**src/rtl/shifter_pipelined_pkg.sv**
```systemverilog
// Shared definitions for the pipelined barrel shifter: mode encodings,
// per-stage control bundle and the level-to-stage placement rule.
package shifter_pipelined_pkg;

   localparam logic [1:0] SHIFT_MODE_LOGICAL    = 2'b00;
   localparam logic [1:0] SHIFT_MODE_ARITHMETIC = 2'b01;
   localparam logic [1:0] SHIFT_MODE_ROTATE     = 2'b10;
   localparam logic [1:0] SHIFT_MODE_RESERVED   = 2'b11;

   // pad is the resolved fill bit for the right-shift frame, not the raw in_pad
   typedef struct packed {
      logic       left;
      logic [1:0] mode;
      logic       pad;
   } shift_ctl_t;

   // First shift level owned by a stage: smallest i with floor(i*stages/levels) >= stage
   function automatic int stage_first_level(input int stage, input int stages, input int levels);
      return (stage * levels + stages - 1) / stages;
   endfunction

endpackage

```
**src/rtl/shifter_pipelined_stage.sv**
```systemverilog
// One register stage applying shift levels FIRST_LEVEL..FIRST_LEVEL+LEVEL_COUNT-1 (right-shift frame).
// Latency: 1 cycle. Backpressure: accepts when empty or when its content moves downstream this cycle.
// Optional sticky accumulation under SHIFTER_PIPELINED_STICKY_EN.
module shifter_pipelined_stage
   import shifter_pipelined_pkg::*;
#(
   parameter int  WIDTH       = 32,
   parameter int  FIRST_LEVEL = 0,
   parameter int  LEVEL_COUNT = 1,
   localparam int AMT_W       = $clog2(WIDTH)
) (
   input  logic             clock,
   input  logic             resetn,
   input  logic             up_vld,
   output logic             up_rdy,
   input  logic [WIDTH-1:0] up_dat,
   input  logic [AMT_W-1:0] up_amount,
   input  shift_ctl_t       up_ctl,
`ifdef SHIFTER_PIPELINED_STICKY_EN
   input  logic             up_sticky,
   output logic             dn_sticky,
`endif
   output logic             dn_vld,
   input  logic             dn_rdy,
   output logic [WIDTH-1:0] dn_dat,
   output logic [AMT_W-1:0] dn_amount,
   output shift_ctl_t       dn_ctl
);

   localparam logic [WIDTH-1:0] ONES = '1;

   logic             load;
   logic [WIDTH-1:0] shifted;
   logic [AMT_W-1:0] amt_sh;
   int               sh;
`ifdef SHIFTER_PIPELINED_STICKY_EN
   logic             sticky_nxt;
`endif

   assign load   = !dn_vld || dn_rdy;
   assign up_rdy = load;

   always_comb begin
      shifted = up_dat;
      amt_sh  = '0;
      sh      = 0;
`ifdef SHIFTER_PIPELINED_STICKY_EN
      sticky_nxt = up_sticky;
`endif
      for (int j = 0; j < LEVEL_COUNT; j++) begin
         amt_sh = up_amount >> (FIRST_LEVEL + j);
         sh     = 1 << (FIRST_LEVEL + j);
         if (amt_sh[0]) begin
            if (up_ctl.mode == SHIFT_MODE_ROTATE) begin
               shifted = (shifted >> sh) | (shifted << (WIDTH - sh));
            end else begin
`ifdef SHIFTER_PIPELINED_STICKY_EN
               // low bits about to fall off the bottom feed the sticky flag
               if (!up_ctl.left)
                  sticky_nxt = sticky_nxt | (|(shifted & ~(ONES << sh)));
`endif
               shifted = (shifted >> sh) | (up_ctl.pad ? ~(ONES >> sh) : '0);
            end
         end
      end
   end

   always_ff @(posedge clock or negedge resetn) begin
      if (!resetn) begin
         dn_vld    <= 1'b0;
         dn_dat    <= '0;
         dn_amount <= '0;
         dn_ctl    <= '0;
`ifdef SHIFTER_PIPELINED_STICKY_EN
         dn_sticky <= 1'b0;
`endif
      end else begin
         if (load)
            dn_vld <= up_vld;
         if (load && up_vld) begin
            dn_dat    <= shifted;
            dn_amount <= up_amount;
            dn_ctl    <= up_ctl;
`ifdef SHIFTER_PIPELINED_STICKY_EN
            dn_sticky <= sticky_nxt;
`endif
         end
      end
   end

endmodule

```
**src/rtl/shifter_pipelined.sv**
```systemverilog
// Dynamic barrel shifter (logical/arithmetic/rotate, left/right) over STAGES registers; out_sticky with SHIFTER_PIPELINED_STICKY_EN.
// Latency: STAGES cycles, 1 op/cycle. Backpressure: full valid/ready, in_ready combinational from out_ready.
// Left shifts run as bit-reverse, shift right, bit-reverse; the direction flag travels with the data.
module shifter_pipelined
   import shifter_pipelined_pkg::*;
#(
   parameter int  WIDTH        = 32,
   parameter int  STAGES       = 2,
   localparam int AMOUNT_WIDTH = $clog2(WIDTH) + 1
) (
   input  logic                    clock,
   input  logic                    resetn,
   input  logic                    in_valid,
   output logic                    in_ready,
   input  logic [WIDTH-1:0]        in_data,
   input  logic [AMOUNT_WIDTH-1:0] in_amount,
   input  logic                    in_left,
   input  logic [1:0]              in_mode,
   input  logic                    in_pad,
`ifdef SHIFTER_PIPELINED_STICKY_EN
   output logic                    out_sticky,
`endif
   output logic                    out_valid,
   input  logic                    out_ready,
   output logic [WIDTH-1:0]        out_data
);

   localparam int LEVELS = $clog2(WIDTH);

   logic             vld_s    [STAGES+1];
   logic             rdy_s    [STAGES+1];
   logic [WIDTH-1:0] dat_s    [STAGES+1];
   logic [LEVELS-1:0] amt_s   [STAGES+1];
   shift_ctl_t       ctl_s    [STAGES+1];
`ifdef SHIFTER_PIPELINED_STICKY_EN
   logic             sticky_s [STAGES+1];
`endif

   logic             is_rotate;
   logic             fill;
   logic             saturate;
   logic [WIDTH-1:0] in_rev;
   logic [WIDTH-1:0] out_rev;
   logic             unused_tail;

   assign is_rotate = (in_mode == SHIFT_MODE_ROTATE);

   // Fill bit as seen in the right-shift frame; reserved mode falls through to logical
   always_comb begin
      fill = in_pad;
      if (in_mode == SHIFT_MODE_ARITHMETIC)
         fill = in_left ? 1'b0 : in_data[WIDTH-1];
      else if (is_rotate)
         fill = 1'b0;
   end

   // Amounts >= WIDTH resolve up front to all-fill; rotate just drops the MSB
   assign saturate = in_amount[AMOUNT_WIDTH-1] && !is_rotate;
   assign in_rev   = {<<{in_data}};

   assign vld_s[0] = in_valid;
   assign dat_s[0] = saturate ? {WIDTH{fill}} : (in_left ? in_rev : in_data);
   assign amt_s[0] = saturate ? '0 : in_amount[LEVELS-1:0];
   assign ctl_s[0] = '{left: in_left, mode: in_mode, pad: fill};
`ifdef SHIFTER_PIPELINED_STICKY_EN
   assign sticky_s[0] = saturate && !in_left && (|in_data);
`endif

   for (genvar k = 0; k < STAGES; k++) begin : g_stage
      localparam int FIRST = stage_first_level(k, STAGES, LEVELS);
      localparam int NEXT  = stage_first_level(k + 1, STAGES, LEVELS);

      shifter_pipelined_stage #(
         .WIDTH       (WIDTH),
         .FIRST_LEVEL (FIRST),
         .LEVEL_COUNT (NEXT - FIRST)
      ) u_stage (
         .clock     (clock),
         .resetn    (resetn),
         .up_vld    (vld_s[k]),
         .up_rdy    (rdy_s[k]),
         .up_dat    (dat_s[k]),
         .up_amount (amt_s[k]),
         .up_ctl    (ctl_s[k]),
`ifdef SHIFTER_PIPELINED_STICKY_EN
         .up_sticky (sticky_s[k]),
         .dn_sticky (sticky_s[k+1]),
`endif
         .dn_vld    (vld_s[k+1]),
         .dn_rdy    (rdy_s[k+1]),
         .dn_dat    (dat_s[k+1]),
         .dn_amount (amt_s[k+1]),
         .dn_ctl    (ctl_s[k+1])
      );
   end

   assign rdy_s[STAGES] = out_ready;
   assign in_ready      = rdy_s[0];
   assign out_valid     = vld_s[STAGES];
   assign out_rev       = {<<{dat_s[STAGES]}};
   assign out_data      = ctl_s[STAGES].left ? out_rev : dat_s[STAGES];
`ifdef SHIFTER_PIPELINED_STICKY_EN
   assign out_sticky    = sticky_s[STAGES];
`endif

   // Remaining amount and mode of the last stage have no consumer at the output
   assign unused_tail = ^{amt_s[STAGES], ctl_s[STAGES].mode, ctl_s[STAGES].pad};

endmodule

```
**config.mk**
```make
export PLATFORM = sky130hd
export DESIGN_NAME = shifter_pipelined
export DESIGN_NICKNAME = d
export VERILOG_FILES = /design/src/rtl/shifter_pipelined_pkg.sv /design/src/rtl/shifter_pipelined_stage.sv /design/src/rtl/shifter_pipelined.sv
export SDC_FILE = /design/constraint.sdc
export NUM_CORES = 1
export LEC_CHECK = 0
export CAP_MARGIN = 25
export CELL_PAD_IN_SITES_DETAIL_PLACEMENT = 1
export CELL_PAD_IN_SITES_GLOBAL_PLACEMENT = 2
export CORE_MARGIN = 1.5
export CORE_UTILIZATION = 35
export CTS_CLUSTER_DIAMETER = 80
export DETAILED_ROUTE_END_ITERATION = 10
export PLACE_DENSITY_LB_ADDON = 0.1
export SKIP_LAST_GASP = 1
export SYNTH_ARGS = -nofsm -noshare
export SYNTH_HDL_FRONTEND = slang
export SYNTH_SLANG_ARGS = --single-unit
```
**constraint.sdc**
```tcl
create_clock -name clock -period 1.9 [get_ports clock]
set_clock_uncertainty 0.1 [all_clocks]
set_input_delay 0.19 -clock clock [delete_from_list [all_inputs] [get_ports clock]]
set_output_delay 0.19 -clock clock [all_outputs]
set_load 0.05 [all_outputs]
```
==> flow_summary.json <==
{
  "diodes": 0,
  "synth_fp_nets": 639,
  "grt_first_pass_wirelength_um": 30100,
  "core_area_um2": 15400,
  "async_reset_ff_frac": 1.00,
  "post_layout_nonfiller_instances": 932,
  "dp_hpwl_um": 13700,
  "powerDensity_nw_per_um2": 1100,
  "finalWeightedCongestion": 0.834,
  "final.min_clock_period_ps": 1860,
  "clkSlewWorstSetupHoldPaths_ps": 60,
  "layout_commonest_cell": "buf_4",
  "timing.fmax_mhz": 539,
  "dpl.cell_count": 899,
  "synth_top_area_share": 0.329,
  "cts_sinks": 73,
  "syn_area_per_cell_um2": 9.36,
  "synthCells": 593,
  "ys_seq_area_frac": 0.329,
  "drive_above_1_share": 0.404,
  "relSlewSlack": 0.644,
  "dr.pass1.iters": 4,
  "synth_edf_count": 0,
  "grt_max_degree": 74,
  "vias": 5319,
  "whs_ps": 270,
  "post-synth-top-area-cell": "dfrtp_1",
  "final_core_util": 0.532,
  "p_leak_nw": 3.37,
  "critPathCaptureType": "register",
  "antenna_found_initial": 0,
  "cts_tree": "done",
  "outcome": "finished clean",
  "placed_cell_area_um2": 7210,
  "r2r_slack_ps": 130,
  "min_path_type": "in2reg",
  "port_buffers": 79,
  "drtAntennaViolNets": 0,
  "worstMarginPinSlew_ps": 533,
  "startpoint_type": "primary input",
  "num_rows": 45,
  "synth-main-ff-cell": "dfrtp_1",
  "crit_arrival_ps": 2010,
  "yosys-top-cells-area": "dfrtp_1 (33%), mux2_2 (15%), mux2i_1 (5.6%)",
  "wl_um": 19200,
  "syn2layout_area_growth_pct": 47.4,
  "ios": 80,
  "ys_types": 47,
  "layout_common_cells": "buf_4 (83), mux2_2 (73), dfrtp_1 (72), nand2_1 (63), clkdlybuf4s50_1 (39)",
  "crit_type": "in2reg",
  "cts_root_buf": "clkbuf_16",
  "die_y_um": 129,
  "clk-insertion-delay-late_ps": 340,
  "yosys_register_bits": 73,
  "fillers": 1694,
  "dieArea_um2": 16600,
  "cts_buffers": 9,
  "fp.dieW_um": 129,
  "grt_setup_unrepaired": "yes",
  "required_ps": 2050,
  "overflow": 0,
  "drcViolationCount": 0,
  "timing.final.hold_violations": 0,
  "synth_warnings": 0,
  "htreeDepth": 3,
  "setup_viol": 0,
  "design_area_um2": 8180,
  "max-vdd-ir-drop_mv": 0.514,
  "cts_buffer_depth": 2,
  "max_cap_violations": 0,
  "drv_slew": 0,
  "viasPerCell": 5.71,
  "crit_fanout": 8,
  "drt_iter0_markers": 309,
  "routedWlPerCell_um": 20.6,
  "synthesis.area_um2": 5550,
  "fin_crit_sh": 0.977,
  "final_nets": 762,
  "grt_usage": 0.232,
  "initial_utilization": 0.361,
  "grt_pass1_vias": 5470
}
[through the flow]
step	setup TNS [ps]	power (W)	worst slack (ps)
after CTS	0	0.00896	25.0
after global routing	-219	0.00943	-79.4
after global placement	-14530	0.00670	-617
final	0	0.00900	43.7
after floorplan	-2220	0.00505	-107
after detailed placement	-15740	0.00683	-691
[what timing repair did]
| action | 4_1_cts | 5_1_grt |
|---|---|---|
| gates resized for setup | 47 | 31 |
| pin swaps | 10 | 8 |
| setup buffers | 9 | 2 |
| setup endpoints to repair | 31 | 27 |
| endpoints found under the hold margin | 73 | 0 |
| gates cloned | 5 | 0 |
| hold buffers | 1 | 0 |
[path summary, 6_finish.rpt]
| kind | cells past startpoint | end | start |
|---|---|---|---|
| max | 11 | g_stage[0].u_stage.dn_dat[27]$_DFFE_PN0P_ | in_left |
| min | 4 | g_stage[0].u_stage.dn_ctl[2]$_DFFE_PN0P_ | in_mode[1] |
| max reg2reg | 6 | g_stage[1].u_stage.dn_dat[6]$_DFFE_PN0P_ | g_stage[0].u_stage.dn_amount[3]$_DFFE_PN0P_ |
| min reg2reg | 2 | g_stage[0].u_stage.dn_ctl[3]$_DFFE_PN0P_ | g_stage[0].u_stage.dn_ctl[3]$_DFFE_PN0P_ |
| max in group asynchronous | 3 | g_stage[1].u_stage.dn_vld$_DFFE_PN0P_ | resetn |
| min in group asynchronous | 3 | g_stage[1].u_stage.dn_dat[27]$_DFFE_PN0P_ | resetn |
[worst max-delay path, stage by stage]
cell and delay, ps:
clkdlybuf4s15_1 190, buf_6 140, and4bb_2 330, a32oi_4 70
buf_12 160, buf_6 120, buf_16 140, a211oi_4 270
buf_4 160, o221ai_2 110, o211ai_1 110
[area by class of cell]
type / count / area, um2 / share of cell area
clock inverter: 7 / 119 / 0.0145
multi-input combinational: 457 / 3840 / 0.470
clock buffer: 9 / 225 / 0.0275
sequential: 73 / 1830 / 0.223
inverter: 3 / 11.3 / 0.00138
tap: 211 / 264 / 0.0323
timing repair buffer: 172 / 1890 / 0.231
[cell usage after synthesis (13+ instances only)]
master	instances
o22ai_1	40
o21ai_0	22
mux2_1	15
mux2_2	73
buf_2	19
nand2_1	66
o221ai_1	24
clkbuf_1	29
o211ai_1	13
nor2_1	39
a2bb2oi_1	24
dfrtp_1	73
mux2i_1	31
a211oi_1	21
a21oi_1	13
[routing by layer]
metal  track usage  up-vias  part of all wire
met3        0.0237       17             0.026
met2         0.415      120              0.52
li1              -     2509                 -
met5             0        -                 0
met1         0.297     2673              0.44
met4        0.0694        0             0.017
[power by group]
group | switching, W | total (W) | leakage, nW | internal (W)
registers | 0.000359 | 0.00231 | 0.894 | 0.00195
logic | 0.00263 | 0.00472 | 2.32 | 0.00209
clock network | 0.000684 | 0.00197 | 0.162 | 0.00128
total | 0.00367 | 0.00900 | 3.37 | 0.00533
[cell families (layout without fill, tap and decap cells)]
kind of cell / after synthesis / after routing / synth area share
DFF: 73 / 73 / 0.329
muxes: 119 / 119 / 0.234
AOI/OAI and AO/OA: 206 / 206 / 0.278
buffers and inverters: 63 / 191 / 0.0543
and+or+nand+nor: 132 / 132 / 0.104
[sequential cells by signal, indices dropped and copies added (netlist names)]
register and count:
g_stage.u_stage.dn_ctl 5, g_stage.u_stage.dn_amount 2, g_stage.u_stage.dn_vld 2, g_stage.u_stage.dn_dat 64
(Power assumes the default switching activity.)
